**config.mk**
```make
export PLATFORM = sky130hd
export DESIGN_NAME = jtag_tap_ctrl
export DESIGN_NICKNAME = d
export VERILOG_FILES = /design/src/rtl/jtag_pkg.sv /design/src/rtl/tap_fsm.sv /design/src/rtl/jtag_tap_ctrl.sv
export SDC_FILE = /design/constraint.sdc
export NUM_CORES = 1
export LEC_CHECK = 0
export CORE_ASPECT_RATIO = 0.7
export CORE_MARGIN = 2
export CORE_UTILIZATION = 30
export DETAILED_ROUTE_END_ITERATION = 16
export HOLD_SLACK_MARGIN = 0.06
export PLACE_DENSITY = 0.56
export SYNTH_ARGS = -nofsm -noshare
export SYNTH_HDL_FRONTEND = slang
export SYNTH_SLANG_ARGS = --single-unit
```
**constraint.sdc**
```tcl
create_clock -name tck -period 2.5 [get_ports tck]
set_input_delay 0.5 -clock tck [delete_from_list [all_inputs] [get_ports tck]]
set_output_delay 0.5 -clock tck [all_outputs]
set_load 0.1 [all_outputs]
```
**src/rtl/jtag_pkg.sv**
```systemverilog
// rtl/jtag_pkg.sv - shared TAP state encoding, opcodes and data-register select type
//
// Purpose: common definitions for the JTAG TAP controller slice.
//   tap_state_t : 16-state TAP machine, 4-bit encoding
//   OPC_*       : instruction opcodes, 32 bits wide; truncate to IR width at the point of use
//   dr_sel_t    : which data register sits between tdi and tdo
package jtag_pkg;

  localparam int IR_W_DEF = 4;

  typedef enum logic [3:0] {
    TLR    = 4'd0,
    RTI    = 4'd1,
    SEL_DR = 4'd2,
    CAP_DR = 4'd3,
    SH_DR  = 4'd4,
    EX1_DR = 4'd5,
    PAU_DR = 4'd6,
    EX2_DR = 4'd7,
    UPD_DR = 4'd8,
    SEL_IR = 4'd9,
    CAP_IR = 4'd10,
    SH_IR  = 4'd11,
    EX1_IR = 4'd12,
    PAU_IR = 4'd13,
    EX2_IR = 4'd14,
    UPD_IR = 4'd15
  } tap_state_t;

  // BYPASS is all ones, so truncation to any IR width keeps it all ones.
  localparam logic [31:0] OPC_EXTEST = 32'h0000_0000;
  localparam logic [31:0] OPC_SAMPLE = 32'h0000_0001;
  localparam logic [31:0] OPC_IDCODE = 32'h0000_0002;
  localparam logic [31:0] OPC_BYPASS = 32'hFFFF_FFFF;

  typedef enum logic [1:0] {
    DR_BSC = 2'd0,
    DR_BYP = 2'd1,
    DR_ID  = 2'd2
  } dr_sel_t;

endpackage

```
**src/rtl/tap_fsm.sv**
```systemverilog
// rtl/tap_fsm.sv - 16-state TAP state machine driven by tms
//
// Purpose: state register and next-state decode only.
// Ports:
//   tck   in  : test clock, rising edge
//   rst   in  : synchronous active-high reset to TLR, overrides tms
//   tms   in  : test mode select
//   state out : current TAP state
module tap_fsm
  import jtag_pkg::*;
(
  input  logic       tck,
  input  logic       rst,
  input  logic       tms,
  output tap_state_t state
);

  tap_state_t state_q;
  tap_state_t state_d;

  always_ff @(posedge tck) begin
    if (rst) begin
      state_q <= TLR;
    end else begin
      state_q <= state_d;
    end
  end

  always_comb begin
    state_d = TLR;
    case (state_q)
      TLR:     state_d = tms ? TLR    : RTI;
      RTI:     state_d = tms ? SEL_DR : RTI;
      SEL_DR:  state_d = tms ? SEL_IR : CAP_DR;
      CAP_DR:  state_d = tms ? EX1_DR : SH_DR;
      SH_DR:   state_d = tms ? EX1_DR : SH_DR;
      EX1_DR:  state_d = tms ? UPD_DR : PAU_DR;
      PAU_DR:  state_d = tms ? EX2_DR : PAU_DR;
      EX2_DR:  state_d = tms ? UPD_DR : SH_DR;
      UPD_DR:  state_d = tms ? SEL_DR : RTI;
      SEL_IR:  state_d = tms ? TLR    : CAP_IR;
      CAP_IR:  state_d = tms ? EX1_IR : SH_IR;
      SH_IR:   state_d = tms ? EX1_IR : SH_IR;
      EX1_IR:  state_d = tms ? UPD_IR : PAU_IR;
      PAU_IR:  state_d = tms ? EX2_IR : PAU_IR;
      EX2_IR:  state_d = tms ? UPD_IR : SH_IR;
      UPD_IR:  state_d = tms ? SEL_DR : RTI;
      default: state_d = TLR;
    endcase
  end

  assign state = state_q;

endmodule

```
**src/rtl/jtag_tap_ctrl.sv**
```systemverilog
// rtl/jtag_tap_ctrl.sv - TAP controller: IR, bypass/IDCODE registers, tdo mux, boundary chain controls
//
// Purpose: sequences the boundary-scan chain from the JTAG pins.
// Parameters:
//   IR_W       : instruction register width (at least 2)
//   IDCODE_VAL : value captured into the ID register (bit 0 set)
// Ports:
//   tck, rst       in  : test clock; synchronous active-high reset
//   tms, tdi       in  : JTAG mode select and serial data in
//   tdo, tdo_en    out : serial data out and its enable (SH_DR / SH_IR)
//   bsc_si         out : serial data into the chain (tdi)
//   bsc_so         in  : serial data out of the last chain cell
//   bsc_shift_dr   out : chain shift select
//   bsc_capture_en out : chain capture enable
//   bsc_update_en  out : chain update enable
//   bsc_mode       out : chain test-mux select (EXTEST active)
//   ir_out         out : current instruction
module jtag_tap_ctrl
  import jtag_pkg::*;
#(
  parameter int          IR_W       = IR_W_DEF,
  parameter logic [31:0] IDCODE_VAL = 32'h1000_0001
) (
  input  logic            tck,
  input  logic            rst,
  input  logic            tms,
  input  logic            tdi,
  output logic            tdo,
  output logic            tdo_en,
  output logic            bsc_si,
  input  logic            bsc_so,
  output logic            bsc_shift_dr,
  output logic            bsc_capture_en,
  output logic            bsc_update_en,
  output logic            bsc_mode,
  output logic [IR_W-1:0] ir_out
);

  localparam logic [IR_W-1:0] EXTEST  = IR_W'(OPC_EXTEST);
  localparam logic [IR_W-1:0] SAMPLE  = IR_W'(OPC_SAMPLE);
  localparam logic [IR_W-1:0] IDCODE  = IR_W'(OPC_IDCODE);
  // Fixed capture pattern: LSB pair 01 lets a board tester find IR boundaries.
  localparam logic [IR_W-1:0] IR_CAPT = IR_W'(1);

  tap_state_t      state;
  logic [IR_W-1:0] ir_sr;
  logic [IR_W-1:0] ir_reg;
  logic            byp_q;
  logic [31:0]     id_sr;
  dr_sel_t         dr_sel;
  logic            bsc_sel;

  tap_fsm u_fsm (
    .tck   (tck),
    .rst   (rst),
    .tms   (tms),
    .state (state)
  );

  // IR shift register and shadow. The shadow only changes in UPD_IR or TLR,
  // so the selected DR is stable for the whole of any DR scan.
  always_ff @(posedge tck) begin
    if (rst) begin
      ir_sr  <= '0;
      ir_reg <= IDCODE;
    end else begin
      case (state)
        CAP_IR:  ir_sr  <= IR_CAPT;
        SH_IR:   ir_sr  <= {tdi, ir_sr[IR_W-1:1]};
        UPD_IR:  ir_reg <= ir_sr;
        TLR:     ir_reg <= IDCODE;
        default: ;
      endcase
    end
  end

  // Bypass and ID registers run on every DR scan; only the selected one reaches tdo.
  always_ff @(posedge tck) begin
    if (rst) begin
      byp_q <= 1'b0;
      id_sr <= '0;
    end else begin
      case (state)
        CAP_DR: begin
          byp_q <= 1'b0;
          id_sr <= IDCODE_VAL;
        end
        SH_DR: begin
          byp_q <= tdi;
          id_sr <= {tdi, id_sr[31:1]};
        end
        default: ;
      endcase
    end
  end

  // Unknown opcodes fall through to bypass.
  always_comb begin
    dr_sel = DR_BYP;
    if (ir_reg == EXTEST || ir_reg == SAMPLE) begin
      dr_sel = DR_BSC;
    end else if (ir_reg == IDCODE) begin
      dr_sel = DR_ID;
    end
  end

  assign bsc_sel = (dr_sel == DR_BSC);

  always_comb begin
    tdo = 1'b0;
    if (state == SH_IR) begin
      tdo = ir_sr[0];
    end else if (state == SH_DR) begin
      case (dr_sel)
        DR_BSC:  tdo = bsc_so;
        DR_ID:   tdo = id_sr[0];
        default: tdo = byp_q;
      endcase
    end
  end

  assign tdo_en         = (state == SH_DR) || (state == SH_IR);
  assign bsc_si         = tdi;
  assign bsc_capture_en = bsc_sel && (state == CAP_DR);
  assign bsc_shift_dr   = bsc_sel && (state == SH_DR);
  assign bsc_update_en  = bsc_sel && (state == UPD_DR);
  assign bsc_mode       = (ir_reg == EXTEST);
  assign ir_out         = ir_reg;

endmodule
```
==> results.cfg <==
[grt]
antenna_found_initial = 0
grt_pass1_wl_um = 5980
grt_util_all_layers_pct = 11.1
grt_max_degree = 34
grt_pass1_vias = 1221
overflow = 0

[route]
route.detailed.drc = 0
ant_nets = 0
wirelength_um = 3590
vias_per_cell = 5.02
vias = 1455
wl_per_cell_um = 12.4
drt-initial-drc-count = 60
drt_pass1_iterations = 4

[timing]
holdWs_ps = 467
fmax_ghz = 0.424
finalSetupTns_ps = 0
maxSlewViolCount = 0
fin_ws_ps = 144
worst_slew_pin_slew_ps = 751
hold_viol = 0
fin_crit_sh_pct = 94.2
period_needed_ps = 2360
fin_worst_skew_ps = 8.00
slew_headroom_pct = 49.3
rsz0062_at_grt = false
finalSetupViolCount = 0

[clock_network]
clk_pin_slew_ps = 80
clkSinkCount = 44
cts-buffers-inserted = 5
cts_tree = built
cts-root-buf = clkbuf_8
cts.path.max_buffers = 2
postCtsSetupBuffers = 0
hold_buffers = 0
htreeDepth = 2
clk-insertion-delay-late_ps = 300
cts_resized = 0

[floorplanning]
io_pins = 16
start_util_pct = 31.5
dieArea_um2 = 6730
core-area_um2 = 5780
die_w_um = 97.2
rows = 23
die_height_um = 69.2

[place]
pre_cts_ws_ps = 334
dpl.hpwl_um = 2380
portBuffers = 15
finalWeightedCongestion = 0.729

[synthesis]
synth_top_family_by_area = compound AO/OA/AOI/OAI gates
synth_fp_nets = 210
synth_flop_cell = dfxtp_1
yosys.area_share.simple_pct = 19.1
synth_edf_count = 0
synth.area.top_cells = dfxtp_1, o22ai_1, nand2_1, nor2_1, a211o_1
synth_largest_area_cell = dfxtp_1
synth.cell_area_um2 = 1820
synthTopCellsByCount = dfxtp_1, nand2_1, o22ai_1, nor2_1, clkbuf_1
async_flop_share_pct = 0
synth_warnings = 0
muxShareOfSynthArea_pct = 1.65
synth_compound_area_share_pct = 22.9
synth_fa_ha_area_share_pct = 0
ys_seq_area_share_pct = 48.3
ys_seq_elements = 44
synth_top_area_share_pct = 48.3
synth.distinct_cells = 42
synth_most_common_cell = dfxtp_1
syn_avg_cell_area_um2 = 8.90
synth_cells = 205
synthXorXnorAreaFrac_pct = 0.480

[power_and_ir_drop]
power-per-cell-area_nw_per_um2 = 598
peakVddDrop_uv = 331
p_leak_uw = 0.000787
power_uw = 1340

[setup_path]
path_max_fanout = 33
end_kind = output port
start_kind = register
worst-setup-path-type = reg -> out
arrival_ps = 1860
required_ps = 2000

[job]
maxCapViolCount = 0

[layout]
drive_gt1_share_pct = 19.5
area_delta_synth_final_pct = 23.3
fill_cells = 586
n_antenna_cell = 0
fin_nets = 219
final_util_pct = 38.9

[min_path]
hold_path_class = reg -> reg

[status]
outcome = complete, no violations
[path summary, 6_finish.rpt]
| path | startpoint | endpoint | slack, ps | cells after the start |
|---|---|---|---|---|
| worst max-delay path | u_fsm.state[1]$_SDFF_PP0_ | bsc_shift_dr | 140 | 4 |
| worst min-delay path | ir_sr[1]$_SDFFE_PP0P_ | ir_sr[1]$_SDFFE_PP0P_ | 470 | 2 |
| worst max register to register | u_fsm.state[0]$_SDFF_PP0_ | id_sr[0]$_SDFFE_PP0P_ | 820 | 5 |
| worst min register to register | ir_sr[1]$_SDFFE_PP0P_ | ir_sr[1]$_SDFFE_PP0P_ | 470 | 2 |
[cell families after synthesis]
family,after synthesis
muxes,3
buffers and inverters,28
DFF,44
xor gates and xnor gates,1
and+or+nand+nor,71
AOI/OAI and AO/OA,58
[area by class of cell]
| cell class | count | area, um2 | area share, % |
|---|---|---|---|
| flip-flops and latches | 44 | 885 | 39.3 |
| multi-input cells | 133 | 853 | 38.0 |
| repair buffers | 24 | 278 | 12.4 |
| well taps | 75 | 93.8 | 4.17 |
| clock buffers | 5 | 68.8 | 3.06 |
| clock inverters | 3 | 47.5 | 2.11 |
| inverters | 6 | 22.5 | 1.00 |
[worst max-delay path: stages (launching register included)]
cell     delay, ps
dfxtp_1        390
or4b_4         550
buf_4          260
nor2_2         160
buf_12         190
[metrics by stage]
stage	cells	area, um2
floorplan	205	1870
CTS	290	2250
finish	290	2250
detailed placement	282	2130
global placement	282	2130
global route	290	2250
[state kept, by name, indices dropped and copies added (netlist names)]
signal	count
ir_out	4
id_sr	32
ir_sr	4
u_fsm.state	4
[where the power goes]
part	total, uW	internal, uW	leakage (uW)	switching, uW
sequential	708	704	0.000355	3.67
clock	551	301	0.0000583	251
combinational	85.4	31.9	0.000373	53.5
total	1340	1040	0.000787	308
[routing by layer]
layer  global-route usage [%]  up-vias  part of all wire, %
met2                     14.5       25                   40
met4                     6.10        0                  2.5
met3                     2.92        8                  3.6
li1                         -      770                    -
met1                     16.2      652                   54
met5                        0        -                    0
[placed cells by master (no fill, tap or decap), drive strengths merged, types with 2 or more instances in the layout]
cell / synthesis / final
dfxtp: 44 / 44
o22ai: 26 / 26
a21o: 2 / 2
nand2b: 3 / 3
nand3: 7 / 7
nand3b: 4 / 4
nand2: 34 / 34
a21oi: 6 / 6
mux2i: 3 / 3
nor2: 12 / 12
o211ai: 3 / 3
a31oi: 4 / 4
clkdlybuf4s50: 0 / 4
clkbuf: 9 / 5
buf: 13 / 20
o32ai: 3 / 3
nor4b: 2 / 2
a211o: 4 / 4
clkinv: 0 / 2
inv: 6 / 6
Note: power is estimated with default switching activity, not from simulation.
